**src/rtl/sm_pkg.sv**
```systemverilog
// Shared SincereMicro definitions: program line layout, opcodes, fetch state.
package sm_pkg;

    localparam int LINE_W   = 46;

    localparam int ECHO_MSB = 45;
    localparam int ECHO_LSB = 42;
    localparam int MODE_MSB = 41;
    localparam int MODE_LSB = 40;
    localparam int OP_MSB   = 39;
    localparam int OP_LSB   = 36;
    localparam int A_MSB    = 35;
    localparam int A_LSB    = 24;
    localparam int B_MSB    = 23;
    localparam int B_LSB    = 12;
    localparam int C_MSB    = 11;
    localparam int C_LSB    = 0;

    localparam logic [3:0] OPC_NOP  = 4'h0;
    localparam logic [3:0] OPC_HALT = 4'hF;

    typedef enum logic {
        RUN    = 1'b0,
        HALTED = 1'b1
    } fetch_state_t;

endpackage

```
**src/rtl/instr_fetch.sv**
```systemverilog
// Instruction fetch: owns the PC, registers the memory line into decoded out_* fields.
// Latency 1 cycle addr->out_*; out_* hold while out_valid && !out_ready; redirect overrides stall.
// FETCH_ADDR_CHECK_EN: flag addr_err when the line's address echo differs from the PC.
module instr_fetch
    import sm_pkg::*;
#(
    parameter int unsigned PROG_LEN = 7,
    parameter int unsigned ADDR_W   = 4
) (
    input  logic              clk,
    input  logic              rst,
    output logic [ADDR_W-1:0] addr,
    input  logic [LINE_W-1:0] line,
    input  logic              redirect_valid,
    input  logic [ADDR_W-1:0] redirect_addr,
    output logic              out_valid,
    input  logic              out_ready,
    output logic [ADDR_W-1:0] out_pc,
    output logic [1:0]        out_mode,
    output logic [3:0]        out_op,
    output logic [11:0]       out_a,
    output logic [11:0]       out_b,
    output logic [11:0]       out_c,
    output logic              addr_err
);

    fetch_state_t      state, state_d;
    logic [ADDR_W-1:0] pc, pc_d;
    logic              valid_d;
    logic              err_d;
    logic              capture;
    logic              load;
    logic              pc_wrap;
    logic              redirect_oor;

    assign addr         = pc;
    assign load         = (state == RUN) && (!out_valid || out_ready);
    assign pc_wrap      = (pc == ADDR_W'(PROG_LEN - 1));
    assign redirect_oor = (32'(redirect_addr) >= PROG_LEN);

`ifdef FETCH_ADDR_CHECK_EN
    logic echo_mismatch;
    assign echo_mismatch = (32'(line[ECHO_MSB:ECHO_LSB]) != 32'(pc));
`else
    logic unused_echo;
    assign unused_echo = ^line[ECHO_MSB:ECHO_LSB];
`endif

    always_comb begin
        state_d = state;
        pc_d    = pc;
        valid_d = out_valid;
        err_d   = addr_err;
        capture = 1'b0;
        // Redirect squashes whatever is presented, even if it is a stalled HALT.
        if (redirect_valid) begin
            valid_d = 1'b0;
            state_d = RUN;
            if (redirect_oor) begin
                pc_d  = '0;
                err_d = 1'b1;
            end else begin
                pc_d = redirect_addr;
            end
        end else if (load) begin
            capture = 1'b1;
            valid_d = 1'b1;
            pc_d    = pc_wrap ? '0 : pc + 1'b1;
            if (line[OP_MSB:OP_LSB] == OPC_HALT) begin
                state_d = HALTED;
            end
`ifdef FETCH_ADDR_CHECK_EN
            if (echo_mismatch) begin
                err_d = 1'b1;
            end
`endif
        end else if (out_valid && out_ready) begin
            valid_d = 1'b0;
        end
    end

    always_ff @(posedge clk) begin
        if (!rst) begin
            state     <= RUN;
            pc        <= '0;
            out_valid <= 1'b0;
            addr_err  <= 1'b0;
            out_pc    <= '0;
            out_mode  <= '0;
            out_op    <= '0;
            out_a     <= '0;
            out_b     <= '0;
            out_c     <= '0;
        end else begin
            state     <= state_d;
            pc        <= pc_d;
            out_valid <= valid_d;
            addr_err  <= err_d;
            if (capture) begin
                out_pc   <= pc;
                out_mode <= line[MODE_MSB:MODE_LSB];
                out_op   <= line[OP_MSB:OP_LSB];
                out_a    <= line[A_MSB:A_LSB];
                out_b    <= line[B_MSB:B_LSB];
                out_c    <= line[C_MSB:C_LSB];
            end
        end
    end

endmodule

```
**config.mk**
```make
export PLATFORM = sky130hd
export DESIGN_NAME = instr_fetch
export DESIGN_NICKNAME = d
export VERILOG_FILES = /design/src/rtl/sm_pkg.sv /design/src/rtl/instr_fetch.sv
export SDC_FILE = /design/constraint.sdc
export NUM_CORES = 1
export LEC_CHECK = 0
export BUFFER_PORTS_ARGS = -buffer_cell sky130_fd_sc_hd__buf_2
export CAP_MARGIN = 20
export CELL_PAD_IN_SITES_DETAIL_PLACEMENT = 1
export CELL_PAD_IN_SITES_GLOBAL_PLACEMENT = 1
export CORE_ASPECT_RATIO = 1.1
export CORE_MARGIN = 2
export CORE_UTILIZATION = 27
export CTS_CLUSTER_SIZE = 28
export DETAILED_ROUTE_END_ITERATION = 12
export PLACE_DENSITY = 0.72
export RECOVER_POWER = 25
export SKIP_CTS_REPAIR_TIMING = 1
export SYNTH_ARGS = -nofsm -noshare
export SYNTH_HDL_FRONTEND = slang
export SYNTH_SLANG_ARGS = --single-unit
```
**constraint.sdc**
```tcl
create_clock -name clk -period 1.3 [get_ports clk]
set_clock_uncertainty 0.15 [all_clocks]
set_input_delay 0.13 -clock clk [delete_from_list [all_inputs] [get_ports clk]]
set_output_delay 0.13 -clock clk [all_outputs]
set_load 0.03 [all_outputs]
```
# Word-level counts from Yosys, hierarchy flattened
# Index checks and enable logic that the tools add are counted.
# totals
regBits,53
inputBits,54
wordCells,33
output_inout_bits,52
# classes
n_mux,8
n_addsub,1
bitwise,2
n_reduce_logical,9
magnitude_cmp,1
eq_ne,2
# op_table
cell,count
4-bit two-way mux,4
"4-bit by 1-bit adder with 4-bit output, second input constant",1
"4-bit by 3-bit equality test with 1-bit output, second input constant",1
"4-bit equality test, second input constant",1
"4-bit by 3-bit >= comparator with 1-bit output, second input constant",1
1-bit two-way mux,4
2-bit AND reduction,2
2-bit nonzero test,2
1-bit logical AND,2
1-bit inverter,2
2-bit OR reduction,1
1-bit logical NOT,1
1-bit logical OR,1

# Depth between registers and ports, before layout
# depth
word_depth,5
mapped_depth,6
ltp_nobuf,4

# Least setup slack after synthesis
# Ideal clock, no wire load.
# synth_path
path_type,flip-flop to flip-flop
start,register out_valid
end,register out_c[0]
arrival_time_ns,1.422
required_ns,1.080
stages_incl_launch_ff,7
slack_ns,-0.343
path_cell_list,dfxtp_1 nor2b_4 or3_4 buf_6 clkbuf_1 nand2_1 a21oi_1
# synth_between
elab_chain_len,5
# synth_lines
item,line,source
start: declaration,instr_fetch.sv:16,"output logic out_valid,"
start signal: assignment,instr_fetch.sv:97,out_valid <= valid_d;
1-bit logical NOT,instr_fetch.sv:37,assign load = (state == RUN) && (!out_valid || out_ready);
1-bit logical OR,instr_fetch.sv:37,
1-bit logical AND,instr_fetch.sv:37,
1-bit two-way mux,instr_fetch.sv:65,end else if (load) begin
1-bit two-way mux,instr_fetch.sv:56,if (redirect_valid) begin
end signal: assignment,instr_fetch.sv:105,out_c <= line[C_MSB:C_LSB];
end: declaration,instr_fetch.sv:23,"output logic [11:0] out_c,"
# No other way between the ends.
# A chain may end at the register's enable or synchronous reset.

# Worst setup path in the final report
# layout_path
start,register out_valid
end,register out_b[3]
# layout_between
elab_chain_len,5
# layout_lines
item,line,source
1-bit logical NOT,instr_fetch.sv:37,
1-bit logical OR,instr_fetch.sv:37,
1-bit logical AND,instr_fetch.sv:37,
1-bit two-way mux,instr_fetch.sv:65,
1-bit two-way mux,instr_fetch.sv:56,
end signal: assignment,instr_fetch.sv:104,out_b <= line[B_MSB:B_LSB];
end: declaration,instr_fetch.sv:22,"output logic [11:0] out_b,"
# No other way between the ends.

==> flow_metrics.env <==
export IMPL_status="finished with violations"
export IMPL_violations="setup timing"
export IMPL_crit_arrival_ns=1.52
export IMPL_maxSlewHeadroom_pct=75.9
export IMPL_grt_pass1_wl_um=9100
export IMPL_yosysSeqAreaShare_pct=54.7
export IMPL_cts_root_buf="clkbuf_8"
export IMPL_vdd_drop_max_uv=520
export IMPL_start_util_pct=27.8
export IMPL_nFillCells=890
export IMPL_cp_num_buf_inv=1
export IMPL_core_area_mm2=0.00697
export IMPL_fmax_mhz=670
export IMPL_post_route_period_util_pct=115
export IMPL_setup_ws_ns=-0.192
export IMPL_hold_class="input port to flop"
export IMPL_grt_usage_pct=14.5
export IMPL_insertion_delay_ns=0.29
export IMPL_cpMaxStageDelayCell="or3_4"
export IMPL_cts_tree="yes"
export IMPL_total_power_uw=3430
export IMPL_hold_viol=0
export IMPL_fp_dieH_um=92.9
export IMPL_yosys_register_bits=53
export IMPL_antenna_cells=0
export IMPL_viasPerCell=4.58
export IMPL_num_rows=32
export IMPL_syn_nets=297
export IMPL_crit_chain="nor2b_4 -> or3_4 -> buf_12 -> nand2_1 -> a21oi_1"
export IMPL_yosys_cell_types_count=23
export IMPL_cts_sinks=53
export IMPL_ios=106
export IMPL_setup_violations_final=50
export IMPL_worstPathRequired_ns=1.33
export IMPL_nNetsFinal=446
export IMPL_wire_per_inst_um=14.2
export IMPL_multiInputGateArea_um2=816
export IMPL_antenna_found_initial=0
export IMPL_numPortBuffers=101
export IMPL_cts_buffers=5
export IMPL_synthTopCellsByArea="dfxtp_1, nand2_1, a21oi_1"
export IMPL_drt_initial_drc_count=62
export IMPL_cap_violations=0
export IMPL_firstDrtPassIters=4
export IMPL_antenna_left=0
export IMPL_grt_overflow_total=0
export IMPL_syn_avg_cell_area_um2=7.98
export IMPL_report_final_slew_viol_count=0
export IMPL_critPathLaunchType="flop"
export IMPL_synth_top_cell_area_share_pct=54.7
export IMPL_h_tree_depth=2
export IMPL_die_w_um=84.8
export IMPL_finalCriticalPeriod_ns=1.49
export IMPL_grt_max_degree=43
export IMPL_tightest_slew_ns=0.357
export IMPL_path_clk_slew_ns=0.09
export IMPL_crit_family="simple AND/OR/NAND/NOR gates"
export IMPL_routed_wl_um=6760
export IMPL_powerDensity_mw_per_mm2=1080
export IMPL_synth_area_mm2=0.00194
export IMPL_crit_path_max_incr_delay_ns=0.36
export IMPL_cts_buffer_depth=2
export IMPL_dpl_worst_slack_ns=-0.170
export IMPL_rsz0062_at_grt="true"
export IMPL_drc_errors=0
export IMPL_mostFrequentLayoutCell="buf_2"
export IMPL_path_max_fanout=42
export IMPL_mostFrequentLayoutCells="buf_2, nand2_1, a21oi_1"
export IMPL_grt_pass1_vias=1919
export IMPL_seq_area_mm2=0.00107
export IMPL_dpl_hpwl_um=4210
export IMPL_drive_above_1_share_pct=33.4
export IMPL_yosys_warnings=0
export IMPL_place_gp_congestion=0.759
export IMPL_syn_inst=243
export IMPL_worstSetupEndpointType="flop"
export IMPL_p_leak_uw=0.00147
export IMPL_worstSetupPathType="flop to flop"
export IMPL_yosysTopAreaCell="dfxtp_1"
export IMPL_via_count=2186
export IMPL_die_area_mm2=0.00787
export IMPL_synthToLayoutAreaGrowth_pct=64.2
## worst min-delay path, cell delays in order
cell and delay, ns:
buf_2 0.09, a31o_2 0.09, a21oi_1 0.06, nor2_1 0.07
## final timing paths
check | slack [ns] | endpoint | from | depth (start not counted)
worst min-delay path | 0.02 | addr_err | redirect_addr[3] | 4
worst max register to register | -0.19 | out_b[3] | out_valid | 5
worst max-delay path | -0.19 | out_b[3] | out_valid | 5
worst min register to register | 0.30 | out_op[2] | out_op[2] | 2
## cell families after synthesis
logic type	synth area share [%]
and+or+nand+nor	23.5
AOI/OAI and AO/OA	16.7
DFF	54.7
buffers and inverters	4.13
xor gates and xnor gates	0.904
## cell usage after synthesis (all sizes together)
cell type and instances:
xor2 1, clkbuf 10, nor2 4, nor3b 1, xnor2 1, nor4b 1, a32oi 3, a21oi 53
a31o 1, a211o 1, nand2b 2, o21ai 1, buf 5, nand2 96, nor3 1, nor2b 3
or3 1, inv 3, dfxtp 53, a311o 1, and4 1
## state kept, by name, summed over array words and instances, names as in the netlist
register   flops
out_c         12
state          1
out_a         12
addr           4
out_mode       2
out_op         4
out_valid      1
out_pc         4
out_b         12
addr_err       1
## stage by stage
step	hold WS (ns)	util, %	setup TNS, ns	cells	cell area, um2
final	0.0241	45.7	-7.06	477	3180
after global routing	0.0609	45.7	-9.83	477	3180
after CTS	-0.0968	38.8	-6.87	433	2710
after detailed placement	0.228	37.6	-6.46	426	2620
after global placement	0.221	37.6	-5.19	426	2620
after floorplan	0.116	-	-7.36	243	1960
## where the power goes
part / switching, uW / total, uW / internal [uW] / leakage (uW)
registers: 44.4 / 1760 / 1710 / 0.000438
clock network: 494 / 917 / 424 / 0.0000443
logic: 444 / 761 / 317 / 0.000984
## cell type report
type,count,area share (%)
Clock buffer,7,2.71
Inverter,3,0.354
Multi-Input combinational cell,172,25.6
Sequential cell,53,33.7
Tap cell,85,3.34
Timing Repair Buffer,157,34.3
## layer usage
layer  wire length (um)  track usage, %  part of all wire (%)  up-vias
met5                  0               0                     0        -
met4                 66            3.97                  0.98        0
met3                212            2.94                   3.1        6
met2               3860            27.2                    57       49
met1               2620            16.4                    39     1043
li1                   -               -                     -     1088
Power figures use the tool's default switching activity.
